**src/rtl/bram_loader_layer00.sv**
```systemverilog
// bram_loader_layer00: round-robin stream loader for the 16-bank layer-00 input feature-map DPRAM array.
// Optional macro LOADER_CHECKSUM_EN adds oChecksum, the mod-2^32 sum of all 32-bit lanes written in a load.
module bram_loader_layer00 #(
  parameter int DW    = 128,
  parameter int AW    = 9,
  parameter int NBANK = 16,
  parameter int DEPTH = 512
) (
  input  logic             clk,
  input  logic             rstn,
  input  logic             iStart,
  input  logic [13:0]      iNumWords,
  input  logic             iValid,
  input  logic [DW-1:0]    iData,
  output logic             oReady,
  output logic [NBANK-1:0] o_ena,
  output logic [NBANK-1:0] o_wea,
  output logic [AW-1:0]    o_addra,
  output logic [DW-1:0]    o_dia,
  output logic             oBusy,
  output logic             oDone
`ifdef LOADER_CHECKSUM_EN
  ,
  output logic [31:0]      oChecksum
`endif
);
  localparam int BW = $clog2(NBANK);
  localparam logic [13:0] CAP = 14'(NBANK * DEPTH);
  typedef enum logic [1:0] {IDLE, LOAD, FLUSH, DONE} stateT;
  stateT state, stateNext;
  logic [13:0] numWords, wordCnt, startCount;
  logic [BW-1:0] bankIdx;
  logic [AW-1:0] addrCnt;
  logic [NBANK-1:0] bankSel;
  logic accept, startOk;
  assign bankSel = NBANK'(1) << bankIdx;
  // Next-state and handshake/status decode; N is saturated to array capacity before use.
  always_comb begin
    startCount = iNumWords > CAP ? CAP : iNumWords;
    oReady = state == LOAD;
    oBusy = state == LOAD || state == FLUSH;
    oDone = state == DONE;
    accept = iValid & oReady;
    startOk = state == IDLE && iStart;
    stateNext = state;
    case (state)
      IDLE:    stateNext = iStart ? (startCount == '0 ? DONE : LOAD) : IDLE;
      LOAD:    stateNext = accept && wordCnt == numWords - 14'd1 ? FLUSH : LOAD;
      FLUSH:   stateNext = DONE;
      DONE:    stateNext = IDLE;
      default: stateNext = IDLE;
    endcase
  end
  // FSM state register.
  always_ff @(posedge clk) begin
    if (!rstn) state <= IDLE;
    else state <= stateNext;
  end
  // Counters and the registered write port; a strobe lives exactly one cycle after its accept.
  always_ff @(posedge clk) begin
    if (!rstn) begin
      numWords <= '0;
      wordCnt <= '0;
      bankIdx <= '0;
      addrCnt <= '0;
      o_ena <= '0;
      o_wea <= '0;
      o_addra <= '0;
      o_dia <= '0;
    end else begin
      o_ena <= accept ? bankSel : '0;
      o_wea <= accept ? bankSel : '0;
      if (startOk) begin
        numWords <= startCount;
        wordCnt <= '0;
        bankIdx <= '0;
        addrCnt <= '0;
      end else if (accept) begin
        wordCnt <= wordCnt + 14'd1;
        bankIdx <= bankIdx + 1'b1;
        addrCnt <= bankIdx == {BW{1'b1}} ? addrCnt + 1'b1 : addrCnt;
        o_addra <= addrCnt;
        o_dia <= iData;
      end
    end
  end
`ifdef LOADER_CHECKSUM_EN
  logic [31:0] laneSum;
  // Sum of the 32-bit lanes of the word on the stream this cycle.
  always_comb begin
    laneSum = '0;
    for (int i = 0; i < DW / 32; i++) laneSum = laneSum + iData[i*32 +: 32];
  end
  // Checksum accumulator: cleared by an accepted start, grows on every accepted word.
  always_ff @(posedge clk) begin
    if (!rstn) oChecksum <= '0;
    else if (startOk) oChecksum <= '0;
    else if (accept) oChecksum <= oChecksum + laneSum;
  end
`endif
endmodule

```
**config.mk**
```make
export PLATFORM = sky130hd
export DESIGN_NAME = bram_loader_layer00
export DESIGN_NICKNAME = d
export VERILOG_FILES = /design/src/rtl/bram_loader_layer00.sv
export SDC_FILE = /design/constraint.sdc
export NUM_CORES = 1
export LEC_CHECK = 0
export CORE_MARGIN = 5
export CORE_UTILIZATION = 38
export DETAILED_ROUTE_END_ITERATION = 16
export PLACE_DENSITY = 0.79
export SETUP_SLACK_MARGIN = 0.5
export SLEW_MARGIN = 20
export SYNTH_ARGS = -nofsm -noshare
export SYNTH_HDL_FRONTEND = slang
export SYNTH_SLANG_ARGS = --single-unit
export TNS_END_PERCENT = 30
```
**constraint.sdc**
```tcl
create_clock -name clk -period 3.2 [get_ports clk]
set_input_delay 0.32 -clock clk [delete_from_list [all_inputs] [get_ports clk]]
set_output_delay 0.32 -clock clk [all_outputs]
set_load 0.01 [all_outputs]
```
* Yosys cells after proc, flatten, opt, wreduce, memory -nomap -nowiden
Index checks and enable logic that the tools add are counted.
Word-level totals: RAM bits 0, bits of input ports 146, memories kept 0, register bits after elaboration 196, output and inout port bits 172, word-level logic and storage cells 36, bits in latches 0, ROM bits 0
Operators by class: muxes and demuxes 5, bitwise operators 3, add/sub/neg operators 4, multipliers 0, shift-type cells 1, div/mod/pow operators 0, equal/unequal tests 5, magnitude comparators 1, reduce and logical (&&, ||, !) cells 9
Operator list (number):
- $shl A1 B4 Y16 const A | 1
- $add A14 B1 Y14 const B | 1
- $eq A14 B14 Y1 | 1
- $gt A14 B14 Y1 const B | 1
- $logic_not A14 Y1 | 1
- $mux W14 | 1
- $sub A14 B1 Y14 const B | 1
- $add A9 B1 Y9 const B | 1
- $pmux W2 S4 | 1
- $mux W2 | 3
- $reduce_and A2 Y1 | 3
- $add A4 B1 Y4 const B | 1
- $eq A2 B2 Y1 const B | 2
- $eq A4 B4 Y1 const B | 1
- $eq A2 B1 Y1 const B | 1
- $logic_and A1 B1 Y1 | 2
- $logic_not A2 Y1 | 1
- $not A1 Y1 | 2
- $reduce_or A2 Y1 | 1
- $and A1 B1 Y1 | 1
- $logic_or A1 B1 Y1 | 1

* Logic depth before layout (Yosys ltp)
Gate-level depths: netlist (run 1).
depth after elaboration 6, depth in mapped cells 9

* Worst setup path after synthesis (run 1)
No wires, ideal clock.
path kind reg-to-reg, from reg numWords[8], to reg state[0], required time 3071 ps, library setup time 129 ps, stages on the path, launching flop included 8, buffers on the path 1, data arrival time 2077 ps, slack 994 ps, clock period less this slack 2206 ps, cells stage by stage dfxtp_1 buf_6 or4_4 or4_4 a211oi_2 o2111ai_1 a2111oi_2 a21oi_1
On the way: word-level cells in the longest chain between the ends 5
RTL lines:
- start, declared | line 31 | logic [13:0] numWords, wordCnt, startCount;
- start signal, assigned | line 74 | numWords <= startCount;
- $sub A14 B1 Y14 | line 48 | LOAD: stateNext = accept && wordCnt == numWords - 14'd1 ? FLUSH : LOAD;
- $eq A14 B14 Y1 | line 48
- $logic_and A1 B1 Y1 | line 48
- $mux W2 | line 48
- $pmux W2 S4 | line 46 | case (state)
- end signal, assigned | line 57 | else state <= stateNext;
- end, declared | line 30 | stateT state, stateNext;
Every way passes these cells. A chain may end at the register's enable or synchronous reset.

* Final worst setup path (run 1)
from reg numWords[0], to reg state[0]
The elaborated chain is that of the path after synthesis.

==> impl_metrics.prom, run 1 <==
# TYPE chip_impl_metric gauge
chip_impl_metric{name="layout.cell_area.non_filler",unit="mm²"} 0.0118
chip_impl_metric{name="dpl-instance-area",unit="mm²"} 0.0112
chip_impl_metric{name="synth_sequential_area_ratio",unit=""} 0.497
chip_impl_metric{name="globalRouteTotalUtil",unit=""} 0.183
chip_impl_metric{name="number_of_global_route_vias_before_repair",unit=""} 6688
chip_impl_metric{name="die_area",unit="mm²"} 0.0237
chip_impl_metric{name="reg2regPathDepth",unit=""} 8
chip_impl_info{name="regToRegEndpoint",value="state[0]"} 1
chip_impl_metric{name="register_area",unit="mm²"} 0.00392
chip_impl_metric{name="fraction_of_met3_tracks_used_by_global_routing",unit=""} 0.0849
chip_impl_metric{name="firstDrtPassIters",unit=""} 4
chip_impl_info{name="rsz0062_at_grt",value="false"} 1
chip_impl_metric{name="clk_path_buf_depth",unit=""} 2
chip_impl_metric{name="cts_hold_buf",unit=""} 0
chip_impl_metric{name="portBuffers",unit=""} 317
chip_impl_metric{name="synth_xor_xnor_area_share",unit=""} 0.0366
chip_impl_metric{name="period_minus_ws_final",unit="ns"} 2.45
chip_impl_metric{name="simple_gate_share_of_the_synthesized_area",unit=""} 0.219
chip_impl_metric{name="finalSetupViolCount",unit=""} 0
chip_impl_info{name="path_class",value="flip-flop to flip-flop"} 1
chip_impl_metric{name="min_delay_path_depth",unit=""} 2
chip_impl_info{name="worstHoldEndpoint",value="state[1]"} 1
chip_impl_metric{name="placementRows",unit=""} 52
chip_impl_metric{name="final_layout_size_suffix_gt1_frac",unit=""} 0.0397
chip_impl_metric{name="finClkSkew",unit="ns"} 0.0221
chip_impl_info{name="timing.critical_path.cells",value="inv_1 -> ha_1 -> nor2b_1 -> a2111oi_0 -> a41oi_1 -> o21a_1 -> a2111oi_2 -> a21oi_1"} 1
chip_impl_info{name="result_of_the_run",value="finished clean"} 1
chip_impl_metric{name="post_cts_setup_buffer_count",unit=""} 0
chip_impl_info{name="crit-reg2reg-launch",value="numWords[0]"} 1
chip_impl_metric{name="layout-area-overhead-vs-synth",unit="%"} 49.2
chip_impl_metric{name="multiInputGateArea",unit="mm²"} 0.00361
chip_impl_info{name="synthMostInstantiatedCell",value="sky130_fd_sc_hd__nand2_1"} 1
chip_impl_metric{name="worst_skew_pair.late_latency",unit="ns"} 0.43
chip_impl_metric{name="maximum_vdd_drop",unit="mV"} 0.294
chip_impl_metric{name="cts_max_level",unit=""} 4
chip_impl_info{name="top_usage_layer",value="met2"} 1
chip_impl_metric{name="finalPower",unit="mW"} 5.76
chip_impl_metric{name="die_outline_width",unit="µm"} 154
chip_impl_metric{name="floorplan.io_pins",unit=""} 318
chip_impl_metric{name="routed_via_density",unit=""} 4.79
chip_impl_metric{name="drv_slew",unit=""} 0
chip_impl_metric{name="synth_area_per_cell",unit="µm²"} 8.55
chip_impl_info{name="hold_start",value="rstn"} 1
chip_impl_metric{name="syn-num-nets",unit=""} 1082
chip_impl_metric{name="start_util",unit=""} 0.387
chip_impl_metric{name="cts-buffers-inserted",unit=""} 17
chip_impl_metric{name="die_height",unit="µm"} 154
chip_impl_metric{name="number_of_standard_cells_in_the_final_layout_excluding_fillers",unit=""} 1478
chip_impl_metric{name="diode_count",unit=""} 0
chip_impl_metric{name="cp_max_fo",unit=""} 9
chip_impl_metric{name="worst-endpoint-required",unit="ns"} 3.49
chip_impl_metric{name="cts_num_sinks",unit=""} 196
chip_impl_metric{name="final_antenna_net_count",unit=""} 0
chip_impl_metric{name="detail_route.wl_per_cell",unit="µm"} 15.3
chip_impl_metric{name="syn_area",unit="mm²"} 0.00789
chip_impl_metric{name="num_vias",unit=""} 7087
chip_impl_metric{name="synth-compound-area-share",unit=""} 0.174
chip_impl_info{name="post_synth_most_frequent_cells",value="sky130_fd_sc_hd__nand2_1, sky130_fd_sc_hd__dfxtp_1, sky130_fd_sc_hd__a21boi_0, sky130_fd_sc_hd__clkbuf_1, sky130_fd_sc_hd__nor2_1"} 1
chip_impl_metric{name="pin_count_of_the_biggest_net_entering_global_routing",unit=""} 138
chip_impl_metric{name="gr-usage-met1",unit=""} 0.206
chip_impl_metric{name="synth_top_cell_area_share",unit=""} 0.497
chip_impl_info{name="setup.worst_path.end_class",value="flip-flop"} 1
chip_impl_metric{name="ff2ff_setup_slack",unit="ns"} 0.75
chip_impl_info{name="critical_path.startpoint_type",value="flip-flop"} 1
chip_impl_metric{name="overflow",unit=""} 0
chip_impl_info{name="netlist.top_cell.by_area",value="sky130_fd_sc_hd__dfxtp_1"} 1
chip_impl_metric{name="wire_length_of_the_first_global_routing_pass",unit="µm"} 35500
chip_impl_metric{name="maxCapViolations",unit=""} 0
chip_impl_metric{name="ys.warnings.count",unit=""} 0
chip_impl_info{name="timing.hold.worst.class",value="input port to flip-flop"} 1
chip_impl_metric{name="achievable-frequency",unit="GHz"} 0.407
chip_impl_info{name="slowest_stage",value="sky130_fd_sc_hd__dfxtp_1"} 1
chip_impl_metric{name="total_negative_setup_slack",unit="ns"} 0
chip_impl_metric{name="p_leak",unit="nW"} 4.11
chip_impl_metric{name="area_of_the_core",unit="mm²"} 0.0204
chip_impl_metric{name="wirelength",unit="µm"} 22600
chip_impl_metric{name="gp_congestion",unit=""} 0.868
chip_impl_metric{name="place_inst",unit=""} 1446
chip_impl_metric{name="post_cts.resized_instances",unit=""} 0
chip_impl_metric{name="gr-usage-met2",unit=""} 0.314
chip_impl_metric{name="post_synth_mux_area_share",unit=""} 0.00254
chip_impl_metric{name="number_of_enable_flip_flop_cells_after_synthesis",unit=""} 0
chip_impl_info{name="synth_area_leaders",value="sky130_fd_sc_hd__dfxtp_1, sky130_fd_sc_hd__nand2_1, sky130_fd_sc_hd__a21boi_0"} 1
chip_impl_info{name="root_buffer_selected_by_cts",value="sky130_fd_sc_hd__clkbuf_16"} 1
chip_impl_metric{name="fillCellCount",unit=""} 1830
chip_impl_info{name="synth_top_family_by_area",value="simple AND/OR/NAND/NOR gates"} 1
chip_impl_metric{name="dp_hpwl",unit="µm"} 16300
chip_impl_metric{name="synth-seq-cells",unit=""} 196
chip_impl_metric{name="synthArstFlopShare",unit=""} 0
chip_impl_metric{name="synth_adder_area_share",unit=""} 0.0222
chip_impl_metric{name="slew_headroom",unit=""} 0.447
chip_impl_info{name="synth_ff_type",value="sky130_fd_sc_hd__dfxtp_1"} 1
chip_impl_metric{name="worstMarginPinSlew",unit="ns"} 0.830
chip_impl_metric{name="drc_violations_left",unit=""} 0
chip_impl_metric{name="arrival",unit="ns"} 2.75
chip_impl_metric{name="timing.final.hold_violations",unit=""} 0
chip_impl_metric{name="final.period_utilization",unit=""} 0.767
chip_impl_metric{name="yosysUniqueCellTypes",unit=""} 46
chip_impl_metric{name="postSynthCellCount",unit=""} 922
chip_impl_metric{name="power.density_cell_area",unit="mW/mm²"} 490
chip_impl_metric{name="clk_transition_reported_paths",unit="ns"} 0.07
chip_impl_info{name="cts_tree",value="done"} 1
chip_impl_metric{name="antenna_found_initial",unit=""} 0
chip_impl_metric{name="drt_iter0_drc",unit=""} 364
chip_impl_metric{name="nets",unit=""} 1355
chip_impl_metric{name="critical_path.max_stage_delay",unit="ns"} 0.46
-- sequential cells by signal, summed over array words and instances (netlist names) --
signal	count
addrCnt	9
bankIdx	4
numWords	14
o_addra	9
o_dia	128
o_wea	16
state	2
wordCnt	14
-- layout by cell type (no fill, tap or decap), types with 4 or more instances in the layout --
| cell type | count |
|---|---|
| sky130_fd_sc_hd__and3_1 | 16 |
| sky130_fd_sc_hd__nand2_1 | 302 |
| sky130_fd_sc_hd__a22o_1 | 9 |
| sky130_fd_sc_hd__ha_1 | 14 |
| sky130_fd_sc_hd__and2_1 | 6 |
| sky130_fd_sc_hd__inv_6 | 4 |
| sky130_fd_sc_hd__nor2b_1 | 5 |
| sky130_fd_sc_hd__xnor2_1 | 15 |
| sky130_fd_sc_hd__clkdlybuf4s50_1 | 316 |
| sky130_fd_sc_hd__clkinv_8 | 4 |
| sky130_fd_sc_hd__nand4_1 | 8 |
| sky130_fd_sc_hd__buf_4 | 6 |
| sky130_fd_sc_hd__clkbuf_16 | 17 |
| sky130_fd_sc_hd__nor4_1 | 4 |
| sky130_fd_sc_hd__or3_1 | 8 |
| sky130_fd_sc_hd__nor3_1 | 6 |
| sky130_fd_sc_hd__xor2_1 | 18 |
| sky130_fd_sc_hd__a21oi_1 | 11 |
| sky130_fd_sc_hd__nor2_1 | 31 |
| sky130_fd_sc_hd__dfxtp_1 | 196 |
| sky130_fd_sc_hd__a21boi_0 | 139 |
| sky130_fd_sc_hd__nand3_1 | 7 |
| sky130_fd_sc_hd__inv_1 | 11 |
| sky130_fd_sc_hd__o21ai_0 | 10 |
-- worst max-delay path by stage --
stage | from | endpoint | slack [ns] | cells after the start
floorplan | numWords[8] | state[0] | 0.99 | 7
global placement | iValid | o_dia[48] | 0.81 | 6
detailed placement | iValid | o_dia[90] | 0.71 | 6
CTS | numWords[0] | state[0] | 0.77 | 8
global route | numWords[0] | state[0] | 0.62 | 8
finish | numWords[0] | state[0] | 0.75 | 8
-- layer usage --
metal	part of all wire	wire, µm
met3	0.095	2160
met5	0	0
met4	0.013	283
met2	0.50	11300
met1	0.39	8840
-- stage by stage --
| stage | setup slack, ns | hold WS, ns | util |
|---|---|---|---|
| CTS | 0.768 | 0.145 | 0.578 |
| floorplan | 0.994 | 0.429 | - |
| global placement | 0.805 | 0.450 | 0.549 |
| global route | 0.618 | 0.158 | 0.578 |
| detailed placement | 0.709 | 0.457 | 0.549 |
| finish | 0.746 | 0.170 | 0.578 |
-- kinds of logic after synthesis --
| family | Yosys count |
|---|---|
| adders and majority gates | 14 |
| buffers and inverters | 82 |
| and+or+nand+nor | 408 |
| muxes | 2 |
| DFF | 196 |
| xor gates and xnor gates | 33 |
| AOI/OAI and AO/OA | 187 |
-- critical path, delay by kind of cell, from the launching register on --
kind / cells / cell delay, ns
AO/OA/AOI/OAI: 5 / 1.24
adder cells (fa/ha/maj): 1 / 0.32
buffers and inverters: 1 / 0.10
flip-flops: 1 / 0.46
AND/OR/NAND/NOR: 1 / 0.20
-- power by group --
| group | internal (mW) | switching [mW] | total (mW) |
|---|---|---|---|
| Sequential | 2.56 | 0.0800 | 2.64 |
| Combinational | 0.532 | 0.491 | 1.02 |
| Clock | 1.05 | 1.04 | 2.10 |
| Total | 4.14 | 1.62 | 5.76 |
-- layout make-up --
type                    instances  area share
repair buffers                325       0.278
inverters                      11     0.00351
clock buffers                  18      0.0365
multi-input cells             644       0.307
clock inverters                14      0.0135
well taps                     270      0.0287
flip-flops and latches        196       0.333
Note: power is estimated with default switching activity, not from simulation.
==> run 2: changes to the inputs <==
Settings changed: PLACE_DENSITY 0.79 to 0.82.
Clock period 3.2 ns to 1.98 ns, I/O delays scaled along.
==> run 2 against run 1 <==
Net effect: the run now ends with setup timing left; clock-buffer cell count fell by 1; cell area rose by 7.3%; total power rose by 72%; clock skew fell by 0.0052 ns; via count rose by 6.0%; non-clock buffer count rose by 48; worst hold slack improved by 0.090 ns; cell count rose by 3.2%; combinational power rose by 110%; register-to-register slack got worse by 1.0 ns; sequential share of layout area fell by 2.2 points; clock power rose by 69%; largest power group unchanged.
==> impl_metrics.prom, run 2 (same netlist as run 1, synthesis figures left out) <==
# TYPE chip_impl_metric gauge
chip_impl_metric{name="portBuffers",unit=""} 317
chip_impl_metric{name="start_util",unit=""} 0.387
chip_impl_metric{name="power.density_cell_area",unit="mW/mm²"} 784
chip_impl_metric{name="number_of_global_route_vias_before_repair",unit=""} 7412
chip_impl_metric{name="maximum_vdd_drop",unit="mV"} 0.510
chip_impl_metric{name="diode_count",unit=""} 0
chip_impl_info{name="layout_commonest_cell",value="sky130_fd_sc_hd__clkdlybuf4s50_1"} 1
chip_impl_metric{name="globalRouteTotalUtil",unit=""} 0.204
chip_impl_metric{name="dpl-instance-area",unit="mm²"} 0.0115
chip_impl_metric{name="clk_transition_reported_paths",unit="ns"} 0.08
chip_impl_info{name="rsz0062_at_grt",value="true"} 1
chip_impl_info{name="timing.critical_path.cells",value="or4_4 -> or4_4 -> a211oi_2 -> o2111ai_2 -> a2111oi_4 -> a21oi_1"} 1
chip_impl_metric{name="drc_violations_left",unit=""} 0
chip_impl_metric{name="dp_hpwl",unit="µm"} 16600
chip_impl_metric{name="achievable-frequency",unit="GHz"} 0.446
chip_impl_metric{name="pin_count_of_the_biggest_net_entering_global_routing",unit=""} 55
chip_impl_metric{name="largest_register_ffs",unit=""} 128
chip_impl_metric{name="placementRows",unit=""} 52
chip_impl_metric{name="final_layout_size_suffix_gt1_frac",unit=""} 0.100
chip_impl_metric{name="worst-endpoint-required",unit="ns"} 2.29
chip_impl_metric{name="final_antenna_net_count",unit=""} 0
chip_impl_info{name="crit_path_frequent_cell",value="sky130_fd_sc_hd__or4_4"} 1
chip_impl_metric{name="cts-buffers-inserted",unit=""} 17
chip_impl_metric{name="firstDrtPassIters",unit=""} 5
chip_impl_info{name="largestRegisters",value="o_dia: 128 flops, o_wea: 16 flops"} 1
chip_impl_metric{name="worstMarginPinSlew",unit="ns"} 0.486
chip_impl_metric{name="post-place-ws",unit="ns"} -0.302
chip_impl_info{name="setup.worst_path.end_class",value="flip-flop"} 1
chip_impl_metric{name="antenna_found_initial",unit=""} 0
chip_impl_metric{name="die_outline_width",unit="µm"} 154
chip_impl_info{name="path_class",value="flip-flop to flip-flop"} 1
chip_impl_info{name="violations",value="setup timing"} 1
chip_impl_info{name="timing.hold.worst.class",value="input port to flip-flop"} 1
chip_impl_metric{name="drv_slew",unit=""} 0
chip_impl_metric{name="maxCapViolations",unit=""} 0
chip_impl_metric{name="drt_iter0_drc",unit=""} 340
chip_impl_metric{name="slew_headroom",unit=""} 0.676
chip_impl_metric{name="cts_max_level",unit=""} 4
chip_impl_info{name="root_buffer_selected_by_cts",value="sky130_fd_sc_hd__clkbuf_16"} 1
chip_impl_metric{name="area_of_the_core",unit="mm²"} 0.0204
chip_impl_metric{name="critical_path.max_stage_delay",unit="ns"} 0.53
chip_impl_metric{name="reg2regPathDepth",unit=""} 6
chip_impl_metric{name="finClkSkew",unit="ns"} 0.0169
chip_impl_metric{name="finalSetupViolCount",unit=""} 2
chip_impl_info{name="largest_register",value="o_dia"} 1
chip_impl_metric{name="num_vias",unit=""} 7514
chip_impl_metric{name="gp_congestion",unit=""} 0.869
chip_impl_metric{name="utilization",unit=""} 0.620
chip_impl_info{name="critical_path.startpoint_type",value="flip-flop"} 1
chip_impl_metric{name="cts_num_sinks",unit=""} 196
chip_impl_metric{name="routed_via_density",unit=""} 4.92
chip_impl_metric{name="detail_route.wl_per_cell",unit="µm"} 16.7
chip_impl_metric{name="multiInputGateArea",unit="mm²"} 0.00374
chip_impl_info{name="result_of_the_run",value="finished with violations"} 1
chip_impl_metric{name="arrival",unit="ns"} 2.55
chip_impl_metric{name="wire_length_of_the_first_global_routing_pass",unit="µm"} 39000
chip_impl_metric{name="fillCellCount",unit=""} 1678
chip_impl_metric{name="cp_max_fo",unit=""} 2
chip_impl_metric{name="clk_path_buf_depth",unit=""} 2
chip_impl_info{name="worstHoldEndpoint",value="state[1]"} 1
chip_impl_info{name="layout.cells.most_common_list",value="sky130_fd_sc_hd__clkdlybuf4s50_1, sky130_fd_sc_hd__nand2_1, sky130_fd_sc_hd__dfxtp_1"} 1
chip_impl_metric{name="worst_skew_pair.late_latency",unit="ns"} 0.43
chip_impl_metric{name="timing.final.hold_violations",unit=""} 0
chip_impl_metric{name="cts_hold_buf",unit=""} 0
chip_impl_info{name="regToRegEndpoint",value="state[0]"} 1
chip_impl_metric{name="die_area",unit="mm²"} 0.0237
chip_impl_metric{name="overflow",unit=""} 0
chip_impl_metric{name="nets",unit=""} 1403
chip_impl_metric{name="final.period_utilization",unit=""} 1.13
chip_impl_metric{name="wirelength",unit="µm"} 25500
chip_impl_metric{name="layout-area-overhead-vs-synth",unit="%"} 60.1
chip_impl_info{name="crit-reg2reg-launch",value="numWords[7]"} 1
chip_impl_metric{name="layout.cell_area.non_filler",unit="mm²"} 0.0126
chip_impl_metric{name="die_height",unit="µm"} 154
chip_impl_metric{name="layout_setup_ws",unit="ns"} -0.263
chip_impl_metric{name="ff2ff_setup_slack",unit="ns"} -0.26
chip_impl_metric{name="register_area",unit="mm²"} 0.00393
chip_impl_metric{name="p_leak",unit="nW"} 4.58
chip_impl_metric{name="period_minus_ws_final",unit="ns"} 2.24
chip_impl_info{name="cts_tree",value="done"} 1
chip_impl_metric{name="floorplan.io_pins",unit=""} 318
chip_impl_info{name="hold_start",value="rstn"} 1
chip_impl_metric{name="min_delay_path_depth",unit=""} 2
chip_impl_info{name="slowest_stage",value="sky130_fd_sc_hd__or4_4"} 1
-- run 2: cell types whose count changed in the layout (fill, tap and decap cells not counted), sizes merged --
cell and change:
bufbuf +2, buf +43, clkinvlp +1, dlygate4sd2 +9
clkdlybuf4s50 -10, inv +1, bufinv +1, clkbuf +2
clkinv -2, clkdlybuf4s15 +1
-- run 2: routing by layer --
| metal | part of all wire | global-route usage | up-vias |
|---|---|---|---|
| li1 | - | - | 3678 |
| met1 | 0.40 | 0.241 | 3529 |
| met2 | 0.49 | 0.352 | 263 |
| met3 | 0.082 | 0.0663 | 44 |
| met4 | 0.024 | 0.0643 | 0 |
| met5 | 0 | 0 | - |
-- run 2: power breakdown --
group / internal, mW / switching, mW
registers: 4.14 / 0.118
clock network: 1.82 / 1.73
logic: 1.14 / 0.958
total: 7.10 / 2.80
-- run 2: cell type report --
cell class              instances  share of cell area
clock buffers                  17              0.0337
clock inverters                15              0.0147
inverters                      11             0.00327
multi-input cells             644               0.296
flip-flops and latches        196               0.311
well taps                     270              0.0267
repair buffers                373               0.314
-- run 2: how the worst max path moves through the flow --
stage                     start        to  cells past startpoint
finish              numWords[7]  state[0]                      6
global route        numWords[7]  state[0]                      6
CTS                 numWords[7]  state[1]                      6
detailed placement  numWords[7]  state[0]                      6
global placement    numWords[7]  state[0]                      6
floorplan           numWords[8]  state[0]                      7
-- run 2: per-stage QoR --
step	TNS [ns]	total power, mW	hold WS, ns	instances
6_report	-0.520	9.90	0.260	1526
5_1_grt	-0.658	10.4	0.255	1526
4_1_cts	-0.529	9.92	0.252	1520
3_5_place_dp	-0.597	6.14	0.455	1476
3_3_place_gp	-0.571	6.10	0.448	1476
2_1_floorplan	-0.446	5.16	0.307	922
-- run 2: what timing repair did --
item | 4_1_cts | 5_1_grt
gates cloned | 7 | 3
pin swaps | 6 | 6
endpoints found under the setup margin | 366 | 350
resized for setup | 43 | 48
setup buffers | 5 | 3
-- run 2: critical path: cells and delay by family (launching register included) --
family / cells / cell delay, ns
simple gates: 2 / 1.02
compound gates: 4 / 0.79
flops: 1 / 0.32
